--- src/rtl/pipe_hazard_pkg.sv ---
// rtl/pipe_hazard_pkg.sv - shared widths and hazard-cause encoding for the decode-stage hazard unit
package pipe_hazard_pkg;

  localparam int REG_ADDR_W = 4;
  localparam int LAT_W      = 3;
  localparam int NUM_REGS   = 16;
  localparam int STAT_W     = 16;

  typedef enum logic [1:0] {
    NONE  = 2'd0,
    RAW_A = 2'd1,
    RAW_B = 2'd2,
    WAW   = 2'd3
  } hazard_cause_e;

endpackage

--- src/rtl/scoreboard_stall_unit_if.sv ---
// rtl/scoreboard_stall_unit_if.sv - decoder-to-hazard-unit bundle and pipeline enable outputs
interface scoreboard_stall_unit_if #(
  parameter int STAT_W = 16
) ();
  import pipe_hazard_pkg::*;

  logic                  id_valid;
  logic [REG_ADDR_W-1:0] id_rs;
  logic [REG_ADDR_W-1:0] id_rt;
  logic                  id_uses_rs;
  logic                  id_uses_rt;
  logic [REG_ADDR_W-1:0] id_rd;
  logic                  id_reg_write;
  logic [LAT_W-1:0]      id_lat;
  logic                  ex_flush;

  logic                  stall;
  logic                  pc_write;
  logic                  ifid_write;
  logic                  idex_bubble;
  logic [NUM_REGS-1:0]   busy_mask;
  logic [STAT_W-1:0]     stall_cycles;

  modport master (
    output id_valid, id_rs, id_rt, id_uses_rs, id_uses_rt, id_rd, id_reg_write, id_lat, ex_flush,
    input  stall, pc_write, ifid_write, idex_bubble, busy_mask, stall_cycles
  );

  modport slave (
    input  id_valid, id_rs, id_rt, id_uses_rs, id_uses_rt, id_rd, id_reg_write, id_lat, ex_flush,
    output stall, pc_write, ifid_write, idex_bubble, busy_mask, stall_cycles
  );

endinterface

--- src/rtl/scoreboard_stall_unit_sb_counter.sv ---
// rtl/scoreboard_stall_unit_sb_counter.sv - one scoreboard slot: loadable countdown to zero
module sb_counter
  import pipe_hazard_pkg::*;
(
  input  logic             clk,
  input  logic             rst_n,
  input  logic             load_i,
  input  logic [LAT_W-1:0] load_val_i,
  output logic [LAT_W-1:0] count_o,
  output logic             busy_o
);

  logic [LAT_W-1:0] count_q;
  logic [LAT_W-1:0] count_d;

  // A new producer overrides the in-flight countdown of the same register.
  always_comb begin
    count_d = count_q;
    if (load_i) begin
      count_d = load_val_i;
    end else if (count_q != '0) begin
      count_d = count_q - LAT_W'(1);
    end
  end

  always_ff @(posedge clk or negedge rst_n) begin
    if (!rst_n) begin
      count_q <= '0;
    end else begin
      count_q <= count_d;
    end
  end

  assign count_o = count_q;
  assign busy_o  = (count_q != '0);

endmodule

--- src/rtl/scoreboard_stall_unit.sv ---
// rtl/scoreboard_stall_unit.sv - decode-stage scoreboard: stalls consumers of in-flight multi-cycle results
module scoreboard_stall_unit
  import pipe_hazard_pkg::*;
#(
  parameter int STAT_W = 16
) (
  input logic               clk,
  input logic               rst_n,
  scoreboard_stall_unit_if.slave bus
);

  logic [LAT_W-1:0]    cnt [NUM_REGS];
  logic [NUM_REGS-1:0] busy;
  logic                raw_a;
  logic                raw_b;
  logic                waw;
  logic                stall;
  logic                issue;
  hazard_cause_e       cause;
  logic [STAT_W-1:0]   stat_q;
  logic [STAT_W-1:0]   stat_d;

  // r0 is hardwired zero, so it is never tracked and never busy.
  assign cnt[0]  = '0;
  assign busy[0] = 1'b0;

  for (genvar i = 1; i < NUM_REGS; i++) begin : g_slot
    logic load;
    assign load = issue & bus.id_reg_write & (bus.id_rd == REG_ADDR_W'(i)) & (bus.id_lat != '0);

    sb_counter u_cnt (
      .clk        (clk),
      .rst_n      (rst_n),
      .load_i     (load),
      .load_val_i (bus.id_lat),
      .count_o    (cnt[i]),
      .busy_o     (busy[i])
    );
  end

  always_comb begin
    raw_a = bus.id_uses_rs & (cnt[bus.id_rs] != '0);
    raw_b = bus.id_uses_rt & (cnt[bus.id_rt] != '0);
    // A younger write may only retire once the older one finishes no later than it.
    waw   = bus.id_reg_write & (bus.id_rd != '0) & (cnt[bus.id_rd] > bus.id_lat);
    stall = bus.id_valid & ~bus.ex_flush & (raw_a | raw_b | waw);
    issue = bus.id_valid & ~stall & ~bus.ex_flush;
  end

  always_comb begin
    cause = NONE;
    if (raw_a) begin
      cause = RAW_A;
    end else if (raw_b) begin
      cause = RAW_B;
    end else if (waw) begin
      cause = WAW;
    end
  end

  always_comb begin
    stat_d = stat_q;
    if (stall && (stat_q != '1)) begin
      stat_d = stat_q + STAT_W'(1);
    end
  end

  always_ff @(posedge clk or negedge rst_n) begin
    if (!rst_n) begin
      stat_q <= '0;
    end else begin
      stat_q <= stat_d;
    end
  end

  assign bus.stall        = stall;
  assign bus.pc_write     = ~stall;
  assign bus.ifid_write   = ~stall;
  assign bus.idex_bubble  = stall | bus.ex_flush;
  assign bus.busy_mask    = busy;
  assign bus.stall_cycles = stat_q;

  a_stall_has_cause: assert property (@(posedge clk) disable iff (!rst_n) stall |-> (cause != NONE));

endmodule

--- src/flat_wrapper.sv ---
// flat-port wrapper written by rule: the top's interface ports become plain ports
module scoreboard_stall_unit_flat import pipe_hazard_pkg::*;
#(
  parameter int STAT_W = 16
)
  (clk, rst_n, bus_id_valid, bus_id_rs, bus_id_rt, bus_id_uses_rs, bus_id_uses_rt, bus_id_rd, bus_id_reg_write, bus_id_lat, bus_ex_flush, bus_stall, bus_pc_write, bus_ifid_write, bus_idex_bubble, bus_busy_mask, bus_stall_cycles);
  scoreboard_stall_unit_if #(.STAT_W(STAT_W)) bus_i ();
  input logic clk;
  input logic rst_n;
  input wire logic [$bits(bus_i.id_valid)-1:0] bus_id_valid;
  input wire logic [$bits(bus_i.id_rs)-1:0] bus_id_rs;
  input wire logic [$bits(bus_i.id_rt)-1:0] bus_id_rt;
  input wire logic [$bits(bus_i.id_uses_rs)-1:0] bus_id_uses_rs;
  input wire logic [$bits(bus_i.id_uses_rt)-1:0] bus_id_uses_rt;
  input wire logic [$bits(bus_i.id_rd)-1:0] bus_id_rd;
  input wire logic [$bits(bus_i.id_reg_write)-1:0] bus_id_reg_write;
  input wire logic [$bits(bus_i.id_lat)-1:0] bus_id_lat;
  input wire logic [$bits(bus_i.ex_flush)-1:0] bus_ex_flush;
  output wire logic [$bits(bus_i.stall)-1:0] bus_stall;
  output wire logic [$bits(bus_i.pc_write)-1:0] bus_pc_write;
  output wire logic [$bits(bus_i.ifid_write)-1:0] bus_ifid_write;
  output wire logic [$bits(bus_i.idex_bubble)-1:0] bus_idex_bubble;
  output wire logic [$bits(bus_i.busy_mask)-1:0] bus_busy_mask;
  output wire logic [$bits(bus_i.stall_cycles)-1:0] bus_stall_cycles;
  assign bus_i.id_valid = bus_id_valid;
  assign bus_i.id_rs = bus_id_rs;
  assign bus_i.id_rt = bus_id_rt;
  assign bus_i.id_uses_rs = bus_id_uses_rs;
  assign bus_i.id_uses_rt = bus_id_uses_rt;
  assign bus_i.id_rd = bus_id_rd;
  assign bus_i.id_reg_write = bus_id_reg_write;
  assign bus_i.id_lat = bus_id_lat;
  assign bus_i.ex_flush = bus_ex_flush;
  assign bus_stall = bus_i.stall;
  assign bus_pc_write = bus_i.pc_write;
  assign bus_ifid_write = bus_i.ifid_write;
  assign bus_idex_bubble = bus_i.idex_bubble;
  assign bus_busy_mask = bus_i.busy_mask;
  assign bus_stall_cycles = bus_i.stall_cycles;
  scoreboard_stall_unit #(.STAT_W(STAT_W)) u_core (.clk(clk), .rst_n(rst_n), .bus(bus_i));
endmodule
--- config.mk ---
export PLATFORM = sky130hd
export DESIGN_NAME = scoreboard_stall_unit_flat
export DESIGN_NICKNAME = d
export VERILOG_FILES = /design/src/rtl/pipe_hazard_pkg.sv /design/src/rtl/scoreboard_stall_unit_if.sv /design/src/rtl/scoreboard_stall_unit_sb_counter.sv /design/src/rtl/scoreboard_stall_unit.sv /design/src/flat_wrapper.sv
export SDC_FILE = /design/constraint.sdc
export NUM_CORES = 1
export LEC_CHECK = 0
export CORE_ASPECT_RATIO = 2
export CORE_MARGIN = 5
export CORE_UTILIZATION = 45
export CTS_CLUSTER_DIAMETER = 60
export DETAILED_ROUTE_END_ITERATION = 6
export PLACE_DENSITY = 0.66
export SYNTH_ARGS = -nofsm -noshare
export SYNTH_HDL_FRONTEND = slang
export SYNTH_HIERARCHICAL = 1
export SYNTH_SLANG_ARGS = --single-unit
export TNS_END_PERCENT = 100
--- constraint.sdc ---
create_clock -name clk -period 5.4 [get_ports clk]
set_input_delay 1.08 -clock clk [delete_from_list [all_inputs] [get_ports clk]]
set_output_delay 1.08 -clock clk [all_outputs]
set_load 0.03 [all_outputs]
======== After elaboration in Yosys (flattened, before gate mapping) ========
Index checks and enable logic that the tools add are counted.
word-level totals
  register bits after elaboration ......... 61
  input bits .............................. 22
  output and inout port bits .............. 36
  word-level logic and storage cells ...... 173
operators by class
  add/sub/neg operators ................... 16
  magnitude comparators ................... 4
  equal/unequal tests ..................... 16
  multiplexer cells ....................... 39
  bitwise gates (word level) .............. 47
  reduce and logical (&&, ||, !) cells .... 35
operators with widths
  cell                                                 count
  2-to-1 mux 3 bit                                     36
  nonzero test 3 bit                                   18
  subtractor 3 x 1 -> 3 bit, second input constant     15
  bitwise AND 1 bit                                    39
  binary-select mux 3 bit (select 4 bit)               3
  equality test 4 bit, second input constant           8
  nonzero test 2 bit                                   15
  adder 16 x 1 -> 16 bit, second input constant        1
  equality test 4 x 3 -> 1 bit, second input constant  4
  inequality test 16 bit, second input constant        1
  >= comparator 5 bit, second input constant           3
  NOT 4 -> 5 bit                                       3
  equality test 4 x 2 -> 1 bit, second input constant  2
  equality test 4 x 1 -> 1 bit, second input constant  1
  nonzero test 4 bit                                   1
  > comparator 3 bit                                   1
  bitwise OR 1 bit                                     3
  NOT 1 bit                                            2
  logical AND 1 bit                                    1

======== Depth between registers and ports, before layout ========
  depth after elaboration ................. 16
  mapped depth ............................ 16
  depth with buffers taken out ............ 14

======== Hierarchy ========
Netlist, hierarchy kept.
by module, submodules not included
  module                 times used  cells each  area each (µm²)
  sb_counter             15          20          196.4
  scoreboard_stall_unit  1           213         1,878.1

======== Worst setup path before layout ========
No wires, ideal clock.
  path kind ............................... in2out
  start point ............................. input port bus_id_rd[0]
  end point ............................... output port bus_pc_write
  arrival time ............................ 4,925 ps
  setup slack ............................. -605 ps
  stages .................................. 13
  path through ............................ clkbuf_1 -> clkbuf_1 -> mux4_2 -> mux4_2 -> ha_1 -> a31oi_1 -> nand2_1 -> o32ai_1 -> nor4_4 -> buf_2 -> nor2_1 -> inv_1 -> buf_4
on the way
  word-level cells in the longest chain between the ends .. 9
  elaborated cells on any way between the ends .. 11
ends and longest elaborated chain
  element                                               line                         text
  start: declaration                                    flat_wrapper.sv:15           input wire logic [$bits(bus_i.id_rd)-1:0] bus_id_rd;
  NOT 4 -> 5 bit (implied by the code)                  scoreboard_stall_unit.sv:45  waw = bus.id_reg_write & (bus.id_rd != '0) & (cnt[bus.id_rd] > bus.id_lat);
  binary-select mux 3 bit (select 4 bit)                scoreboard_stall_unit.sv:45
  2-to-1 mux 3 bit (implied by the code) (2 in series)  scoreboard_stall_unit.sv:45
  > comparator 3 bit                                    scoreboard_stall_unit.sv:45
  bitwise AND 1 bit (*)                                 scoreboard_stall_unit.sv:45
  bitwise OR 1 bit (*)                                  scoreboard_stall_unit.sv:46  stall = bus.id_valid & ~bus.ex_flush & (raw_a | raw_b | waw);
  bitwise AND 1 bit (*)                                 scoreboard_stall_unit.sv:46
  named net bus_stall                                   flat_wrapper.sv:19           output wire logic [$bits(bus_i.stall)-1:0] bus_stall;
  NOT 1 bit (*)                                         -
  end: declaration                                      flat_wrapper.sv:20           output wire logic [$bits(bus_i.pc_write)-1:0] bus_pc_write;
Mark *: on every way through the listed nets, which the timed path passes. The rest lies on a longest branch. The select of a mux whose other input is x is not followed.

======== Worst setup path after layout ========
  start point ............................. input port bus_id_rd[1]
  end point ............................... output port bus_idex_bubble
on the way
  word-level cells in the longest chain between the ends .. 9
  elaborated cells on any way between the ends .. 11
ends and longest elaborated chain
  element                                               line                         text
  NOT 4 -> 5 bit (implied by the code)                  scoreboard_stall_unit.sv:45
  binary-select mux 3 bit (select 4 bit)                scoreboard_stall_unit.sv:45
  2-to-1 mux 3 bit (implied by the code) (2 in series)  scoreboard_stall_unit.sv:45
  > comparator 3 bit                                    scoreboard_stall_unit.sv:45
  bitwise AND 1 bit (*)                                 scoreboard_stall_unit.sv:45
  bitwise OR 1 bit (*)                                  scoreboard_stall_unit.sv:46
  bitwise AND 1 bit (*)                                 scoreboard_stall_unit.sv:46
  bitwise OR 1 bit (*)                                  scoreboard_stall_unit.sv:79  assign bus.idex_bubble = stall | bus.ex_flush;
  end: declaration                                      flat_wrapper.sv:22           output wire logic [$bits(bus_i.idex_bubble)-1:0] bus_idex_bubble;
Mark *: on every way between the ends. The rest lies on a longest branch, timed or not. The select of a mux whose other input is x is not followed.

==> metrics.md <==
| Metric | Value |
|---|---|
| Rel. slew slack | `0.5410` |
| Root Buffer | `clkbuf_16` |
| Post-synth top area share | `0.3164` |
| Synth area leader | `dfrtp_1` |
| Synth Warn # | `6` |
| Port Buf Inserts | `56` |
| FF-to-FF End | `u_core/g_slot[1].u_cnt/count_o[0]` |
| Unrepaired setup endpoints after global routing | `false` |
| Syn_nets | `569` |
| First DRT Iteration DRCs | `205` |
| Post-synth cell types | `47` |
| Htree depth | `3` |
| Register area | `0.001526 mm²` |
| Drt first pass iters | `7` |
| Crit path DAT | `4.16 ns` |
| First-pass GRT wire length | `22910 µm` |
| Max Cap Viol | `0` |
| CTS sink cnt | `61` |
| Top area cells in the synthesized netlist | `dfrtp_1 (32%), ha_1 (8.8%), nor2b_1 (6.4%)` |
| DR WL/cell | `19.36 µm` |
| Vias in the first global route | `4678` |
| Slack of the critical path | `0.1641 ns` |
| Maximum vdd drop | `257.6 µV` |
| Detailed-route wire length | `14310 µm` |
| Leak Pwr | `2.584 nW` |
| Post-route ant nets | `0` |
| Row cnt | `53` |
| Layout Cells excl Fill | `739` |
| Outcome | `completed` |
| Crit path largest cell delay | `0.55 ns` |
| Sequential-to-total area share from yosys stat | `0.3164` |
| Area growth, synth to finish | `26.69%` |
| Via density | `6.051` |
| Die H | `156.4 µm` |
| Filler cells | `918` |
| Post-route design area | `0.006112 mm²` |
| Fmax | `191.0 MHz` |
| Die footprint | `0.01302 mm²` |
| CTS Buf Count | `9` |
| Final Setup Violations | `0` |
| Number of cells on the worst hold path | `1` |
| TritonCTS clock tree | `yes` |
| Critical path, cell by cell | `clkdlybuf4s50_1 > buf_4 > mux4_2 > mux4_2 > ha_1 > a21o_1 > a21oi_2 > o32ai_2 > nor4_4 > nor2_4 > or2_1 > buf_2` |
| ANT cells | `0` |
| Avg Cell Area, Syn | `9.405 µm²` |
| Synth Register Bits | `61` |
| Antenna violations before repair | `0` |
| Post-Syn Area | `0.004825 mm²` |
| Multi-input gate area in the final layout | `0.002993 mm²` |
| Crit start category | `input pin` |
| Initial core utilization | `0.4576` |
| Skew final | `0.003838 ns` |
| EDFF count, synth | `0` |
| DRC | `0` |
| Worst hold endpoint | `u_core/bus.stall_cycles[5]` |
| Fraction of registers with async set/reset | `1.000` |
| Ys flop type | `dfrtp_1` |
| Layout cells sized above 1 | `0.1312` |
| Clk_lat worst skew | `0.34 ns` |
| Worst Setup End Kind | `output port` |
| Placed cell count | `719` |
| CP max-delay cell | `clkdlybuf4s50_1` |
| Pwr Density | `506.2 mW/mm²` |
| Vias | `4472` |
| Reg2Reg Setup Slack | `1.32 ns` |
| Top cells by count, synth | `inv_1 (66), dfrtp_1 (61), nor2b_1 (49)` |
| Hpwl dp | `10860 µm` |
| Dpl cell area | `0.005700 mm²` |
| Cell depth of the worst flop-to-flop path | `13` |
| WS Path Type | `input pin to output port` |
| Worst reg2reg path startpoint | `u_core/g_slot[7].u_cnt/count_o[1]` |
| Hold Path Origin | `u_core/bus.stall_cycles[5]` |
| GP Congestion | `0.9603` |
| Fin. max-slew vios | `0` |
| Placement Setup Slack | `-0.2569 ns` |
| CP Max Fanout | `14` |
| Area of the core | `0.01054 mm²` |
| Largest net degree at the start of global routing | `52` |
| CTS Buffer Depth | `2` |
| Hold Crit Class | `flop to flop` |
| WP data required | `4.32 ns` |
| Fin crit period | `5.236 ns` |
| GRT Overall Usage | `0.2235` |
| Hold Vio Cnt, Final | `0` |
| Clock transition at the registers of the reported paths | `0.05 ns` |
| Die W | `83.22 µm` |
| Cell mode on critical path | `mux4_2` |
| Actual slew at the worst max-slew pin | `0.6871 ns` |
| # IOs | `58` |
| GR Overflow Total | `0` |
| Count leader, synth | `inv_1` |
| Fin crit share | `0.9696` |
| Nets | `653` |
| Syn Inst Count | `513` |
## report_power, final
group	total, mW	leakage (nW)	internal (mW)	switching (mW)
sequential	1.00	0.747	0.660	0.345
clock	0.694	0.176	0.488	0.206
combinational	1.40	1.66	0.711	0.684
total	3.09	2.58	1.86	1.23
## layout make-up
type	instances	area share
Multi-Input combinational cell	371	0.4897
Sequential cell	61	0.2497
Timing Repair Buffer	88	0.1331
Clock buffer	13	0.04422
Inverter	66	0.04053
Tap cell	137	0.02804
Clock inverter	3	0.01474
## stage by stage
step	TNS, ns	hold slack [ns]	power, mW	utilization
3_5_place_dp	-0.4485	0.4884	2.393	0.5406
5_1_grt	0	0.5111	3.305	0.5797
3_3_place_gp	-0.3506	0.4861	2.335	0.5406
2_1_floorplan	0	0.5895	1.887	-
6_report	0	0.4951	3.094	0.5797
4_1_cts	-0.01737	0.4982	3.099	0.5746
## kinds of logic after synthesis
family                   Yosys count  share of synthesized area
AND/OR/NAND/NOR                  232                     0.3146
flip-flops                        61                     0.3164
XOR/XNOR                          13                    0.02360
other                              1                  0.0007773
buffers and inverters             81                    0.06717
AO/OA/AOI/OAI                     72                     0.1146
adder cells (fa/ha/maj)           34                    0.08817
multiplexers                      19                    0.07469
## critical path: cells and delay by family
family          cells  cell delay [ns]
compound gates      3             0.42
simple gates        3             0.59
fa+ha+maj           1             0.30
buf+inv             3             0.97
mux                 2             0.80
## flip-flops by register name, summed over array words and instances, names as in the netlist
signal	cells
u_core/g_slot.u_cnt/count_o	45
u_core/bus.stall_cycles	16
## how the worst max path moves through the flow
stage,endpoint,depth (start not counted),slack [ns],start
detailed placement,bus_idex_bubble,12,-0.26,bus_id_rd[0]
global route,bus_idex_bubble,12,0.00009,bus_id_rd[1]
CTS,bus_idex_bubble,12,-0.02,bus_id_rd[0]
floorplan,bus_pc_write,13,0.08,bus_id_rd[1]
global placement,bus_idex_bubble,12,-0.21,bus_id_rd[0]
finish,bus_idex_bubble,12,0.16,bus_id_rd[1]
## timing repair
action | in CTS | in global routing
hold buffers | 0 | 0
pin swaps | 0 | 1
resized for setup | 2 | 8
endpoints found under the setup margin | 2 | 4
setup buffers | 0 | 3
cloned | 0 | 1
## cell usage in the layout (no fill, tap or decap), types with 2 or more instances in the layout
cell type         n
nor3b_1           2
ha_1             34
nor4b_1          34
dfrtp_1          61
nand3_1           8
clkbuf_16        10
nand2_1          14
or2_0             2
bufinv_16         3
mux2_2            6
nand2b_1         39
xor2_1           13
nor3_2            2
a22o_1            3
a221oi_1         16
buf_4            32
nor4_1           18
buf_2             2
nor3_1           22
clkbuf_8          3
mux4_2           13
or3b_1           15
clkdlybuf4s50_1  50
or3_1             2
nand4_1           5
a31oi_1          17
nor2_1           12
inv_1            66
a311oi_1         15
nor2b_1          49
a21oi_1           5
a211oi_1          6
## per-layer routing
layer / vias to the layer above / part of all wire / GRT usage / wire (µm)
met5: - / 0 / 0 / 0
met4: 0 / 0.052 / 0.1465 / 737
met3: 51 / 0.045 / 0.03899 / 645
met2: 157 / 0.56 / 0.4311 / 8057
met1: 2191 / 0.34 / 0.2120 / 4867
li1: 2073 / - / - / -
No activity file was read; power rests on OpenSTA's default activity.
